$ cat config.mk
export PLATFORM = sky130hd
export DESIGN_NAME = fifo_ctrl_fsm
export DESIGN_NICKNAME = d
export VERILOG_FILES = /design/src/rtl/fifo_ctrl_fsm.sv
export SDC_FILE = /design/constraint.sdc
export NUM_CORES = 1
export LEC_CHECK = 0
export BUFFER_PORTS_ARGS = -buffer_cell sky130_fd_sc_hd__buf_2
export CELL_PAD_IN_SITES_DETAIL_PLACEMENT = 1
export CELL_PAD_IN_SITES_GLOBAL_PLACEMENT = 2
export CORE_MARGIN = 2
export CORE_UTILIZATION = 28
export DETAILED_ROUTE_END_ITERATION = 10
export PLACE_DENSITY = 0.85
export SYNTH_ARGS = -nofsm -noshare
export SYNTH_HDL_FRONTEND = slang
export SYNTH_SLANG_ARGS = --single-unit
$ cat constraint.sdc
create_clock -name clk -period 4.5 [get_ports clk]
set_clock_uncertainty 0.1 [all_clocks]
set_input_delay 0.45 -clock clk [delete_from_list [all_inputs] [get_ports clk]]
set_output_delay 0.45 -clock clk [all_outputs]
set_load 0.01 [all_outputs]
$ cat src/rtl/fifo_ctrl_fsm.sv
// FIFO-switch main controller: RESET/INIT/IDLE/ACTIVE/ERROR sequencing,
// threshold latching, and a counter readout sequencer.
module fifo_ctrl_fsm #(
    parameter int                TH_W       = 3,
    parameter logic [TH_W-1:0]   AF_DEFAULT = 3'd6,
    parameter logic [TH_W-1:0]   AE_DEFAULT = 3'd1,
    parameter int                NUM_CNT    = 5
) (
    input  logic            clk,
    input  logic            reset,
    input  logic            init,
    input  logic [TH_W-1:0] af_thresh_in,
    input  logic [TH_W-1:0] ae_thresh_in,
    input  logic [4:0]      fifo_empty,
    input  logic [4:0]      fifo_error,
    input  logic            dump_req,
    input  logic            cnt_valid,
    input  logic [5:0]      cnt_data,
    output logic [4:0]      state,
    output logic            idle,
    output logic [TH_W-1:0] af_thresh,
    output logic [TH_W-1:0] ae_thresh,
    output logic            cfg_err,
    output logic            cnt_req,
    output logic [2:0]      cnt_idx,
    output logic            dump_busy,
    output logic            dump_valid,
    output logic [2:0]      dump_idx,
    output logic [5:0]      dump_data,
    output logic            dump_done,
    output logic            dump_abort
);

    typedef enum logic [4:0] {
        ST_RESET  = 5'b00001,
        ST_INIT   = 5'b00010,
        ST_IDLE   = 5'b00100,
        ST_ACTIVE = 5'b01000,
        ST_ERROR  = 5'b10000
    } state_e;

    typedef enum logic {
        SEQ_IDLE,
        SEQ_RUN
    } seq_e;

    localparam logic [2:0] LAST_IDX = 3'(NUM_CNT - 1);

    state_e          state_q, state_d;
    logic [TH_W-1:0] af_q, af_d;
    logic [TH_W-1:0] ae_q, ae_d;
    logic            cfg_err_q, cfg_err_d;

    seq_e            seq_q, seq_d;
    logic [2:0]      idx_q, idx_d;
    logic            dv_q, dv_d;
    logic            done_q, done_d;
    logic            abort_q, abort_d;
    logic [2:0]      didx_q, didx_d;
    logic [5:0]      ddata_q, ddata_d;

    always_ff @(posedge clk) begin
        if (reset) begin
            state_q   <= ST_RESET;
            af_q      <= AF_DEFAULT;
            ae_q      <= AE_DEFAULT;
            cfg_err_q <= 1'b0;
            seq_q     <= SEQ_IDLE;
            idx_q     <= '0;
            dv_q      <= 1'b0;
            done_q    <= 1'b0;
            abort_q   <= 1'b0;
            didx_q    <= '0;
            ddata_q   <= '0;
        end else begin
            state_q   <= state_d;
            af_q      <= af_d;
            ae_q      <= ae_d;
            cfg_err_q <= cfg_err_d;
            seq_q     <= seq_d;
            idx_q     <= idx_d;
            dv_q      <= dv_d;
            done_q    <= done_d;
            abort_q   <= abort_d;
            didx_q    <= didx_d;
            ddata_q   <= ddata_d;
        end
    end

    // Main FSM; errors are not monitored while configuring
    always_comb begin
        state_d   = state_q;
        af_d      = af_q;
        ae_d      = ae_q;
        cfg_err_d = cfg_err_q;
        case (state_q)
            ST_RESET: state_d = ST_INIT;
            ST_INIT: begin
                if (ae_thresh_in < af_thresh_in) begin
                    af_d = af_thresh_in;
                    ae_d = ae_thresh_in;
                end else begin
                    cfg_err_d = 1'b1;
                end
                state_d = init ? ST_INIT : ST_IDLE;
            end
            ST_IDLE: begin
                if (|fifo_error)              state_d = ST_ERROR;
                else if (init)                state_d = ST_INIT;
                else if (fifo_empty != 5'h1f) state_d = ST_ACTIVE;
            end
            ST_ACTIVE: begin
                if (|fifo_error)              state_d = ST_ERROR;
                else if (init)                state_d = ST_INIT;
                else if (&fifo_empty)         state_d = ST_IDLE;
            end
            ST_ERROR: state_d = ST_ERROR;
            default:  state_d = ST_RESET;
        endcase
    end

    // Readout sequencer; any missing answer or loss of IDLE cancels the dump
    always_comb begin
        seq_d   = seq_q;
        idx_d   = idx_q;
        dv_d    = 1'b0;
        done_d  = 1'b0;
        abort_d = 1'b0;
        didx_d  = didx_q;
        ddata_d = ddata_q;
        case (seq_q)
            SEQ_IDLE: begin
                if (dump_req && state_q == ST_IDLE) begin
                    seq_d = SEQ_RUN;
                    idx_d = '0;
                end
            end
            SEQ_RUN: begin
                if (idle && cnt_valid) begin
                    dv_d    = 1'b1;
                    didx_d  = idx_q;
                    ddata_d = cnt_data;
                    if (idx_q == LAST_IDX) begin
                        done_d = 1'b1;
                        seq_d  = SEQ_IDLE;
                        idx_d  = '0;
                    end else begin
                        idx_d = idx_q + 3'd1;
                    end
                end else begin
                    abort_d = 1'b1;
                    seq_d   = SEQ_IDLE;
                    idx_d   = '0;
                end
            end
            default: seq_d = SEQ_IDLE;
        endcase
    end

    assign state      = state_q;
    assign idle       = (state_q == ST_IDLE);
    assign af_thresh  = af_q;
    assign ae_thresh  = ae_q;
    assign cfg_err    = cfg_err_q;
    assign dump_busy  = (seq_q == SEQ_RUN);
    assign cnt_req    = (seq_q == SEQ_RUN);
    assign cnt_idx    = idx_q;
    assign dump_valid = dv_q;
    assign dump_idx   = didx_q;
    assign dump_data  = ddata_q;
    assign dump_done  = done_q;
    assign dump_abort = abort_q;

endmodule
Word level (Yosys, flattened, before mapping)
Index checks and enable logic that the tools add are counted.
Widths: inputs -> output; s select.
Storage, ports and cells
  flip-flop bits (word level): 28
  latch bits: 0
  RAM bits: 0
  bits in read-only memories: 0
  bits of input ports: 27
  memories kept: 0
Operators by class
  add/sub/neg operators: 1
  $mul: 0
  div/mod/pow operators: 0
  order comparisons: 1
  eq/ne operators: 10
  shift operators: 0
  mux-type cells: 19
  bitwise logic cells: 3
  reductions and logical operators: 10
Operator list (number)
  $mux 5: 6
  $pmux 5 s5: 1
  $mux 3: 4
  $reduce_and 2->1: 4
  $mux 1: 6
  $pmux 3 s2: 1
  $eq 5x1->1 const B: 1
  $eq 5x2->1 const B: 1
  $eq 5x3->1 const B: 1
  $eq 5x4->1 const B: 1
  $eq 5x5->1 const B: 1
  $ne 5x5->1 const B: 1
  $reduce_and 5->1: 1
  $reduce_or 5->1: 1
  $ne 4x2->1 const B: 1
  $ne 4x4->1 const B: 1
  $add 3x1->3 const B: 1
  $eq 3x3->1 const B: 1
  $lt 3x3->1: 1
  $not 1->1: 3
  $reduce_or 3->1: 1
  $logic_and 1x1->1: 2
  $ne 2x2->1 const B: 1
  $pmux 1 s2: 1
  $reduce_or 2->1: 1

Logic depth before layout (Yosys ltp)
Gate-level depths: netlist of run 1.
  depth after elaboration: 5
  gate-level depth with buffers: 7
  gate-level depth less buffers: 6

Worst setup path before layout of run 1
Ideal clock, no wire load.
  kind: input to register
  start point: input af_thresh_in[1]
  end point: register ae_q[1], in the netlist ae_thresh[1]
  arrival: 1.601 ns
  required time: 4.271 ns
  path slack: 2.671 ns
  stages: 6
  buffers on the path: 0
  path through: inv_1 ha_1 a21o_1 a211oi_4 mux2i_1 nor2_1
Between the ends
  longest elaborated chain between the ends: 2
RTL lines
  from (decl): RTL line 12  | input logic [TH_W-1:0] af_thresh_in,
  $lt 3x3->1: RTL line 99  | if (ae_thresh_in < af_thresh_in) begin
  $reduce_and 2->1 (no source line)
  to (signal assigned): RTL line 66  | ae_q <= AE_DEFAULT;
  to (signal assigned): RTL line 78  | ae_q <= ae_d;
  to (decl): RTL line 51  | logic [TH_W-1:0] ae_q, ae_d;
No other way between the ends.
A chain may end at the register's enable or synchronous reset.

Final worst setup path of run 1
  start point: register state_q[2], in the netlist state[2]
  end point: register idx_q[2], in the netlist cnt_idx[2]
Between the ends
  longest elaborated chain between the ends: 4
  elaborated cells on any way between the ends: 6
  those cells by class: 2 x eq/ne; 2 x mux; 2 x reduce/logical
RTL lines
  from (decl): RTL line 49  | state_e state_q, state_d;
  from (signal assigned): RTL line 76  | state_q <= state_d;
  $eq 5x3->1 (*): RTL line 133, 161
  $logic_and 1x1->1: RTL line 139  | if (idle && cnt_valid) begin
  $mux 3: RTL line 139
  $pmux 3 s2: RTL line 131  | case (seq_q)
  to (signal assigned): RTL line 81  | idx_q <= idx_d;
  to (decl): RTL line 55  | logic [2:0] idx_q, idx_d;
Every way passes the cells marked *; elsewhere a longest branch is shown, timed or not.

==> results.md, run 1 <==
- Hpwl dp: around 2.5 mm
- Hold buffers post-CTS: 0
- Critical Path RT: 4600 ps
- Drt pass-1 iters: 4
- Min-delay worst type: in -> reg
- Worst Hold Depth: 3
- Setup crit end kind: register
- Syn Area/Cell: 8.66 µm²
- Worst slack, placed: 2400 ps
- Gr usage total: 12.4%
- Total length of routed wires: 3.26 mm
- Final antenna diode count: 0
- Vias in the first global route: 1207
- Final period util: 43.9%
- Max Slew Vio Count: 0
- Setup TNS: 0 ps
- Routed len/inst: between 10 and 15 µm
- Worst setup path start: state[2]
- Horiz. Die Dim: 72.8 µm
- R2R Setup Slk: around 2500 ps
- Initial antenna violation count: 0
- Final setup vio count: 0
- DRT iter0 DRCs: 42
- Largest net degree at the start of global routing: 33
- Origin of the critical flop-to-flop path: state[2]
- Core Area: 4630 µm²
- Vias per cell: between 4 and 5
- Port Buffers: 56
- Worst Path Class, Setup: reg -> reg
- Net Count, Synth: 184
- CP startpoint kind: register
- H-tree levels: 1
- Resize count post-CTS: 0
- Detail Route Antenna Nets: 0
- DIE AREA: 5300 µm²
- Overflow after GRT: 0
- PwrDens: 296 nW/µm²
- Area Growth Syn to Fin: 28.2%
- Max Fclk: slightly above 500 MHz
- Cell variety after synth: 43
- CTS tree: done
- Synth Warn #: 0
- Nets: ~240
- Final WS setup: 2520 ps
- Unrepaired setup endpoints after global routing: false
- Vias: 1253
- WHS Endpoint: dump_data[1]
- DRC: 0
- I/O pins: 57
- Maxcap violations: 0
- Worst Tran Pin Value: roughly 590 ps
- Worst-path clk slew: about 100 ps
- Setup Buffers After CTS: 0
- Worst-case clock buffer depth: 2
- Initial core utilization: 28.6%
- Slew headroom: 60.3%
- Root Driver: clkbuf_8
- Mapped Area: 1330 µm²
- Hold Fails Final Rpt: 0
- CTS Buf Count: 3
- Final period demand of the worst path: 1980 ps
- First-pass GRT wire length: 5.31 mm
- Status: complete, no violations
- VDD IR max: about 0.00014 V
- Dpl cell area: 1630 µm²
- Share of cells above drive strength 1: 34.1%
- CP max FO: 13
- Reg2Reg Capture Point: cnt_idx[2]
- Synthesized flop and latch total: 28
- CTS Sinks: 28
- Post-route cell area: 1700 µm²
- LEAKAGE: 0.000780 µW
- Cells after Synth: approximately 150
- Worst EP arrival: 2080 ps
- GP Congestion: 0.705
- HP Start: cnt_data[1]
- Clock latency on the worst-skew pair: 270 ps
- Register area share after synthesis: a little over two fifths
- FP Rows: 25
- Chip height: 72.8 µm
- R2R depth: 5
[cell usage after synthesis (all sizes together)]
master	count	area [µm²]
nor3	7	35.0
o21ba	1	10.0
a21oi	17	88.8
mux2i	3	30.0
nor3b	4	35.0
o22a	1	8.76
xor2	1	8.76
nand3	4	25.0
a31oi	1	6.26
a22oi	1	7.51
and4b	2	20.0
a211oi	2	27.5
nand4b	2	17.5
inv	4	15.0
nand2b	4	25.0
buf	4	30.0
a21o	1	7.51
a2111oi	1	8.76
o31a	1	8.76
nand2	23	86.3
nor4	1	6.26
nor2	16	70.1
o221a	1	11.3
o21ai	6	30.0
ha	4	50.1
nand4	1	6.26
and3	3	23.8
clkbuf	4	15.0
and2	1	8.76
nor2b	1	6.26
nand3b	3	35.0
dfxtp	28	561
[worst max-delay path, stage by stage, from the launching register on]
cell and delay [ps]:
dfxtp_1 530, nor3b_2 260, nand4_1 510, nor3_1 300, o21ai_1 100, a21oi_2 110
[layer usage]
| layer | vias up | track usage (%) | share of wire (%) |
|---|---|---|---|
| li1 | 634 | - | - |
| met3 | 2 | 2.07 | 5.5 |
| met4 | 0 | 3.09 | 0.46 |
| met2 | 35 | 21.9 | 49 |
| met1 | 582 | 15.8 | 45 |
| met5 | - | 0 | 0 |
[flip-flops by register name (all words and copies together), names as in the netlist]
register and count:
dump_data 6, dump_valid 1, cfg_err 1, dump_abort 1, ae_thresh 3, dump_done 1, cnt_req 1, cnt_idx 3
af_thresh 3, dump_idx 3, state 5
[cells by family (layout without fill, tap and decap cells)]
kind of cell / count (synthesis) / after routing / share of synthesized area (%)
compound gates: 33 / 33 / 16.2
xor+xnor: 1 / 1 / 0.661
fa+ha+maj: 4 / 4 / 3.78
buf+inv: 12 / 64 / 4.53
flops: 28 / 28 / 42.3
mux: 3 / 3 / 2.27
simple gates: 72 / 72 / 30.2
[stage by stage]
stage | hold WS, ps | power, µW | util, % | cells
4_1_cts | 306 | 513 | 36.7 | 259
2_1_floorplan | 381 | 292 | - | 153
5_1_grt | 310 | 528 | 36.7 | 259
6_report | 315 | 503 | 36.7 | 259
3_3_place_gp | 342 | 314 | 35.2 | 255
3_5_place_dp | 344 | 315 | 35.2 | 255
[cells in the final DEF, fill, tap and decap left out, drive strengths merged]
cell     synthesis  routed
a2111oi          1       1
a211oi           2       2
a21o             1       1
a21oi           17      17
a22oi            1       1
a31oi            1       1
and2             1       1
and3             3       3
and4b            2       2
buf              4      56
bufinv           0       1
clkbuf           4       3
dfxtp           28      28
ha               4       4
inv              4       4
mux2i            3       3
nand2           23      23
nand2b           4       4
nand3            4       4
nand3b           3       3
nand4            1       1
nand4b           2       2
nor2            16      16
nor2b            1       1
nor3             7       7
nor3b            4       4
nor4             1       1
o21ai            6       6
o21ba            1       1
o221a            1       1
o22a             1       1
o31a             1       1
xor2             1       1
[cell type report]
type	instances	area, µm²
well taps	54	67.6
flip-flops and latches	28	561
clock inverters	1	30.0
fillers	598	2930
multi-input cells	113	704
inverters	4	15.0
clock buffers	3	41.3
repair buffers	56	280
[worst max path at each step]
stage,end,slack [ps],cells after the start
2_1_floorplan,ae_thresh[1],2670,6
4_1_cts,cnt_idx[2],2490,5
3_3_place_gp,ae_thresh[1],2460,7
5_1_grt,cnt_idx[0],2270,5
3_5_place_dp,af_thresh[0],2400,7
6_report,cnt_idx[2],2520,5
[where the power goes]
part           switching (µW)  total (µW)  internal, µW
clock network            76.0         195           119
logic                    25.1        48.8          23.7
registers                7.53         259           252
Note: power is estimated with default switching activity, not from simulation.
==> inputs of run 2 (changes only) <==
ABC_AREA = 1   (was default)
CORE_UTILIZATION = 22   (was 28)
PLACE_DENSITY = 0.75   (was 0.85)
clock period = 1.7 ns   (was 4.5 ns; I/O delays follow)
==> results.md, run 2 <==
- Resize count post-CTS: 0 (unchanged)
- Chip height: 80.1 µm (+10%)
- DIE AREA: 6410 µm² (+21%)
- Maxcap violations: 0 (unchanged)
- Hpwl dp: 2.58 mm (+3.7%)
- Setup crit end kind: primary output
- DRC: 0 (unchanged)
- PwrDens: 863 nW/µm² (+190%)
- Drt pass-1 iters: 4 (unchanged)
- CTS tree: done
- Worst EP arrival: 1290 ps (-790 ps)
- Most common cell after layout, fill and taps aside: buf_2
- Post-Synth XOR/XNOR Area: 0% (-0.66 points)
- Unrepaired setup endpoints after global routing: false
- Vias: 1239 (-1.1%)
- First-pass GRT wire length: 5.51 mm (+3.8%)
- Detail Route Antenna Nets: 0 (unchanged)
- GR peak layer: met2
- Internal Dissipation: 1100 µW (+180%)
- Vias in the first global route: 1243 (+3.0%)
- LEAKAGE: 0.000903 µW (+16%)
- Min-delay worst type: in -> reg
- CP startpoint kind: register
- Largest net degree at the start of global routing: 21 (-36%)
- Worst slack, placed: 177 ps (-2220 ps)
- Vias per cell: 4.16 (-14%)
- Area leader, netlist: dfxtp_1
- I/O pins: 57 (unchanged)
- Final WS setup: 140 ps (-2390 ps)
- Synthesized flop and latch total: 28 (unchanged)
- Synth Warn #: 0 (unchanged)
- Critical Path RT: 1430 ps (-3170 ps)
- Clock network power share: 35.2% (-3.5 points)
- Max FFs per register: 6 (unchanged)
- Slew headroom: 85.3% (+25 points)
- GR Util met2: 18.0% (-3.9 points)
- Met1 Resource Use GR: 14.0% (-1.8 points)
- Post-Synth Simple-Gate Area: 29.5% (-0.75 points)
- Net Count, Synth: 198 (+7.6%)
- Most frequent cells in the layout: 56 x buf_2, 30 x nor2_1, 28 x dfxtp_1
- Hold Fails Final Rpt: 0 (unchanged)
- Area Growth Syn to Fin: 34.4%
- Sw Share: 25.5% (+3.9 points)
- Setup Buffers After CTS: 0 (unchanged)
- Gr usage total: 10.7% (-1.8 points)
- Cells after Synth: 167 (+9.2%)
- Ys async rst share: 0% (unchanged)
- CTS Buf Count: 3 (unchanged)
- Worst Path Class, Setup: reg -> out
- Synth Area in Compound Gates: 13.5% (-2.8 points)
- H-tree levels: 1 (unchanged)
- Overflow after GRT: 0 (unchanged)
- Port Buffers: 56 (unchanged)
- M3 GR Usage: 3.03% (+0.96 points)
- VDD IR max: 0.000352 V (+160%)
- Syn Area/Cell: 7.63 µm² (-12%)
- GP Congestion: 0.730 (+3.5%)
- Share of cells above drive strength 1: 33.2% (-0.96 points)
- Final setup vio count: 0 (unchanged)
- Hold buffers post-CTS: 0 (unchanged)
- DRT iter0 DRCs: 34 (-19%)
- Switch Pwr: 377 µW (+250%)
- Cell variety after synth: 23 (-47%)
- Overall power: 1480 µW (+190%)
- Routed len/inst: 10.8 µm (-14%)
- Nets: 258 (+8.9%)
- Reg power frac: 48.2% (-3.4 points)
- Root Driver: clkbuf_8
- Register area share after synthesis: 44.0% (+1.7 points)
- Setup TNS: 0 ps (unchanged)
- Horiz. Die Dim: 80.1 µm (+10%)
- FP Rows: 27 (+8.0%)
- Core Area: 5540 µm² (+20%)
- Worst-case clock buffer depth: 2 (unchanged)
- Final core occ: 30.9% (-5.8 points)
- Status: complete, no violations
- Final antenna diode count: 0 (unchanged)
- CTS Sinks: 28 (unchanged)
- Largest family of logic cells by synthesized area: simple AND/OR/NAND/NOR gates
- Max Slew Vio Count: 0 (unchanged)
- Worst-path clk slew: 100 ps (about the same)
- Share of the synthesized area in the top cell type: 44.0% (+1.7 points)
- EDFF count, synth: 0 (unchanged)
- Fill cell count: 731 (+22%)
- Mux cell area share after synthesis: 0% (-2.3 points)
- Initial antenna violation count: 0 (unchanged)
- Most common cell in the netlist: nor2_1
- Mapped Area: 1270 µm² (-3.9%)
- Max Fclk: 641 MHz
- Clock latency on the worst-skew pair: 270 ps (about the same)
- Worst Tran Pin Value: 220 ps (-373 ps)
- Total length of routed wires: 3.23 mm (-1.0%)
- Final period demand of the worst path: approximately 1600 ps
- CP max FO: 8 (-5)
- Synth top cells by count: 30 x nor2_1, 28 x dfxtp_1, 23 x nand2_1, 18 x inv_1, 11 x a21oi_1
- Final period util: 91.8%
- Hold Slack: 7.94 ps (-307 ps)
- Combinational fraction of design power: 16.6% (+6.9 points)
- Cells taking the most area after synthesis: dfxtp_1 44%, nor2_1 8.8%, nand2_1 6.8%
- Synth Flop Type: dfxtp_1
- Initial core utilization: 23.0% (-5.6 points)
- Synth Area in Adders: 3.93% (+0.15 points)
==> run 2: logic make-up (layout without fill, tap and decap cells) <==
group                    count (synthesis)  after routing
AND/OR/NAND/NOR                         76             76
buffers and inverters                   27             86
adder cells (fa/ha/maj)                  4              4
flip-flops                              28             28
AO/OA/AOI/OAI                           32             32
==> run 2: area by class of cell <==
cell class	instances	area (µm²)	area share (%)
multi-input cells	112	597	34.9
flip-flops and latches	28	561	32.7
repair buffers	60	310	18.1
well taps	72	90.1	5.26
inverters	22	82.6	4.82
clock buffers	3	41.3	2.41
clock inverters	1	30.0	1.75
==> run 2: worst paths after layout <==
check,start,end,slack [ps],cells after the start
worst max register to register,state[1],af_thresh[1],240,7
worst min register to register,cfg_err,cfg_err,360,2
worst min-delay path,cnt_data[1],dump_data[1],8,3
worst max-delay path,state[3],idle,140,5
==> run 2: critical path: stages, from the launching register on <==
cell     delay, ps
dfxtp_1        430
inv_1           60
nand2_1        160
nor2_8          60
buf_4          160
buf_2          140
==> run 2: power groups by stage <==
stage               logic, µW  registers (µW)  clock network (µW)
detailed placement        249             729                   0
floorplan                 140             741                   0
CTS                       249             714                 545
global placement          247             726                   0
finish                    245             713                 520
global route              277             717                 570
==> run 2: metal layers <==
metal,vias up,wire length [µm],share of wire [%]
met2,32,1450,45
met5,-,0,0
met4,0,10,0.31
met3,2,192,5.9
li1,656,-,-
met1,549,1580,49
==> run 2: metrics by stage <==
stage	instance area, µm²	instances
after floorplan	1270	167
after global placement	1640	294
after detailed placement	1640	294
after CTS	1710	298
after global routing	1710	298
final	1710	298
==> inputs of run 3 (changes only) <==
RECOVER_POWER = 100   (was default)
==> results.md, run 3 (synthesis results as in run 2) <==
- Most frequent cells in the layout: 31 x clkbuf_1, 30 x nor2_1, 28 x dfxtp_1
- FP Rows: 27 (unchanged)
- Setup TNS: 0 ps (unchanged)
- Final setup vio count: 0 (unchanged)
- Final core occ: 30.1% (-0.75 points)
- Chip height: 80.1 µm (unchanged)
- Final antenna diode count: 0 (unchanged)
- Max FFs per register: 6 (unchanged)
- Hold Fails Final Rpt: 0 (unchanged)
- CP max stage delay: 360 ps (-70 ps)
- Final period util: 93.2% (+1.4 points)
- DRT iter0 DRCs: 29 (-15%)
- Slowest-stage cell, CP: dfxtp_1
- Setup crit end kind: primary output
- Max Fclk: 631 MHz (-1.5%)
- Hold Slack: 7.93 ps (-0.00899 ps)
- Vias: 1238 (-0.081%)
- Initial antenna violation count: 0 (unchanged)
- Critical Path RT: 1430 ps (about the same)
- Share of cells above drive strength 1: 19.0% (-14 points)
- Slew headroom: 85.3% (unchanged)
- Inst Count DP: 294 (unchanged)
- CTS Buf Count: 3 (unchanged)
- Worst-case clock buffer depth: 2 (unchanged)
- Hold buffers post-CTS: 0 (unchanged)
- Nets: 258 (unchanged)
- Status: complete, no violations
- Worst EP arrival: 1310 ps (+20 ps)
- Hpwl dp: 2.58 mm (unchanged)
- Resize count post-CTS: 0 (unchanged)
- H-tree levels: 1 (unchanged)
- Worst setup path start: state[0]
- GP Congestion: 0.730 (unchanged)
- Initial core utilization: 23.0% (unchanged)
- Origin of the critical flop-to-flop path: state[0]
- Worst-path clk slew: 100 ps (about the same)
- Final Non-Filler Cells: 298 (unchanged)
- Worst Path Class, Setup: reg -> out
- LEAKAGE: 0.000780 µW (-14%)
- Root Driver: clkbuf_8
- Core Area: 5540 µm² (unchanged)
- Horiz. Die Dim: 80.1 µm (unchanged)
- VDD IR max: 0.000352 V (about the same)
- Maxcap violations: 0 (unchanged)
- Largest net degree at the start of global routing: 21 (unchanged)
- First-pass GRT wire length: 5.51 mm (unchanged)
- Gr usage total: 10.7% (unchanged)
- Fill cell count: 738 (+0.96%)
- Min-delay worst type: in -> reg
- DIE AREA: 6410 µm² (unchanged)
- Port Buffers: 56 (unchanged)
- Routed len/inst: 10.9 µm (+0.31%)
- Total length of routed wires: 3.24 mm (+0.31%)
- Overflow after GRT: 0 (unchanged)
- Clock latency on the worst-skew pair: 270 ps (about the same)
- CP max FO: 8 (unchanged)
- Vias per cell: 4.15 (about the same)
- Unrepaired setup endpoints after global routing: false
- DRC: 0 (unchanged)
- I/O pins: 57 (unchanged)
- HP Start: cnt_data[1]
- CP startpoint kind: register
- Most common cell after layout, fill and taps aside: clkbuf_1
- Drt pass-1 iters: 4 (unchanged)
- Area Growth Syn to Fin: 31.1%
- Worst Tran Pin Value: 220 ps (unchanged)
- PwrDens: 880 nW/µm² (+2.0%)
- CTS tree: done
- Final period demand of the worst path: 1580 ps (+23.4 ps)
- Max Slew Vio Count: 0 (unchanged)
- Overall power: 1470 µW (-0.48%)
- Detail Route Antenna Nets: 0 (unchanged)
- Setup Buffers After CTS: 0 (unchanged)
- Vias in the first global route: 1243 (unchanged)
- CTS Sinks: 28 (unchanged)
- Worst-path cell chain: nor2_4 -> nand2_4 -> nor2_8 -> buf_4 -> clkbuf_1
## run 3: cell count changes in the layout (fill, tap and decap cells not counted)
cell,before,now
inv_2,3,2
inv_1,18,19
clkbuf_1,0,31
buf_4,4,3
buf_2,56,26
## run 3: layer usage
metal | vias to the layer above | share of wire [%] | routed length [µm] | track usage (%)
met5 | - | 0 | 0 | 0
met2 | 32 | 45 | 1450 | 18.0
met3 | 2 | 6.1 | 199 | 3.03
met1 | 548 | 49 | 1580 | 14.0
li1 | 656 | - | - | -
met4 | 0 | 0.31 | 10 | 1.02
## run 3: power breakdown
group          internal, µW  total (µW)  switching, µW
Clock                   315         520            205
Sequential              686         714           28.0
Combinational          91.3         236            145
Total                  1090        1470            378
## run 3: through the flow
| stage | setup slack [ps] | area, µm² |
|---|---|---|
| floorplan | 299 | 1270 |
| global placement | 217 | 1640 |
| detailed placement | 177 | 1640 |
| CTS | 106 | 1710 |
| global route | 28.2 | 1670 |
| finish | 116 | 1670 |
## run 3: final timing paths
path	endpoint	slack, ps	cells after the start
max	idle	120	5
min	dump_data[1]	8	3
max reg2reg	dump_data[4]	200	8
min reg2reg	cfg_err	360	2
## run 3: worst max-delay path: cells and delay by family, from the launching register on
kind / cells / cell delay [ps]
buffers and inverters: 2 / 320
flip-flops: 1 / 360
AND/OR/NAND/NOR: 3 / 360
## run 3: final cells by class
cell class | instances | area [µm²] | area share [%]
well taps | 72 | 90.1 | 5.39
flip-flops and latches | 28 | 561 | 33.6
inverters | 22 | 82.6 | 4.94
clock inverters | 1 | 30.0 | 1.80
clock buffers | 3 | 41.3 | 2.47
repair buffers | 60 | 269 | 16.1
multi-input cells | 112 | 597 | 35.7
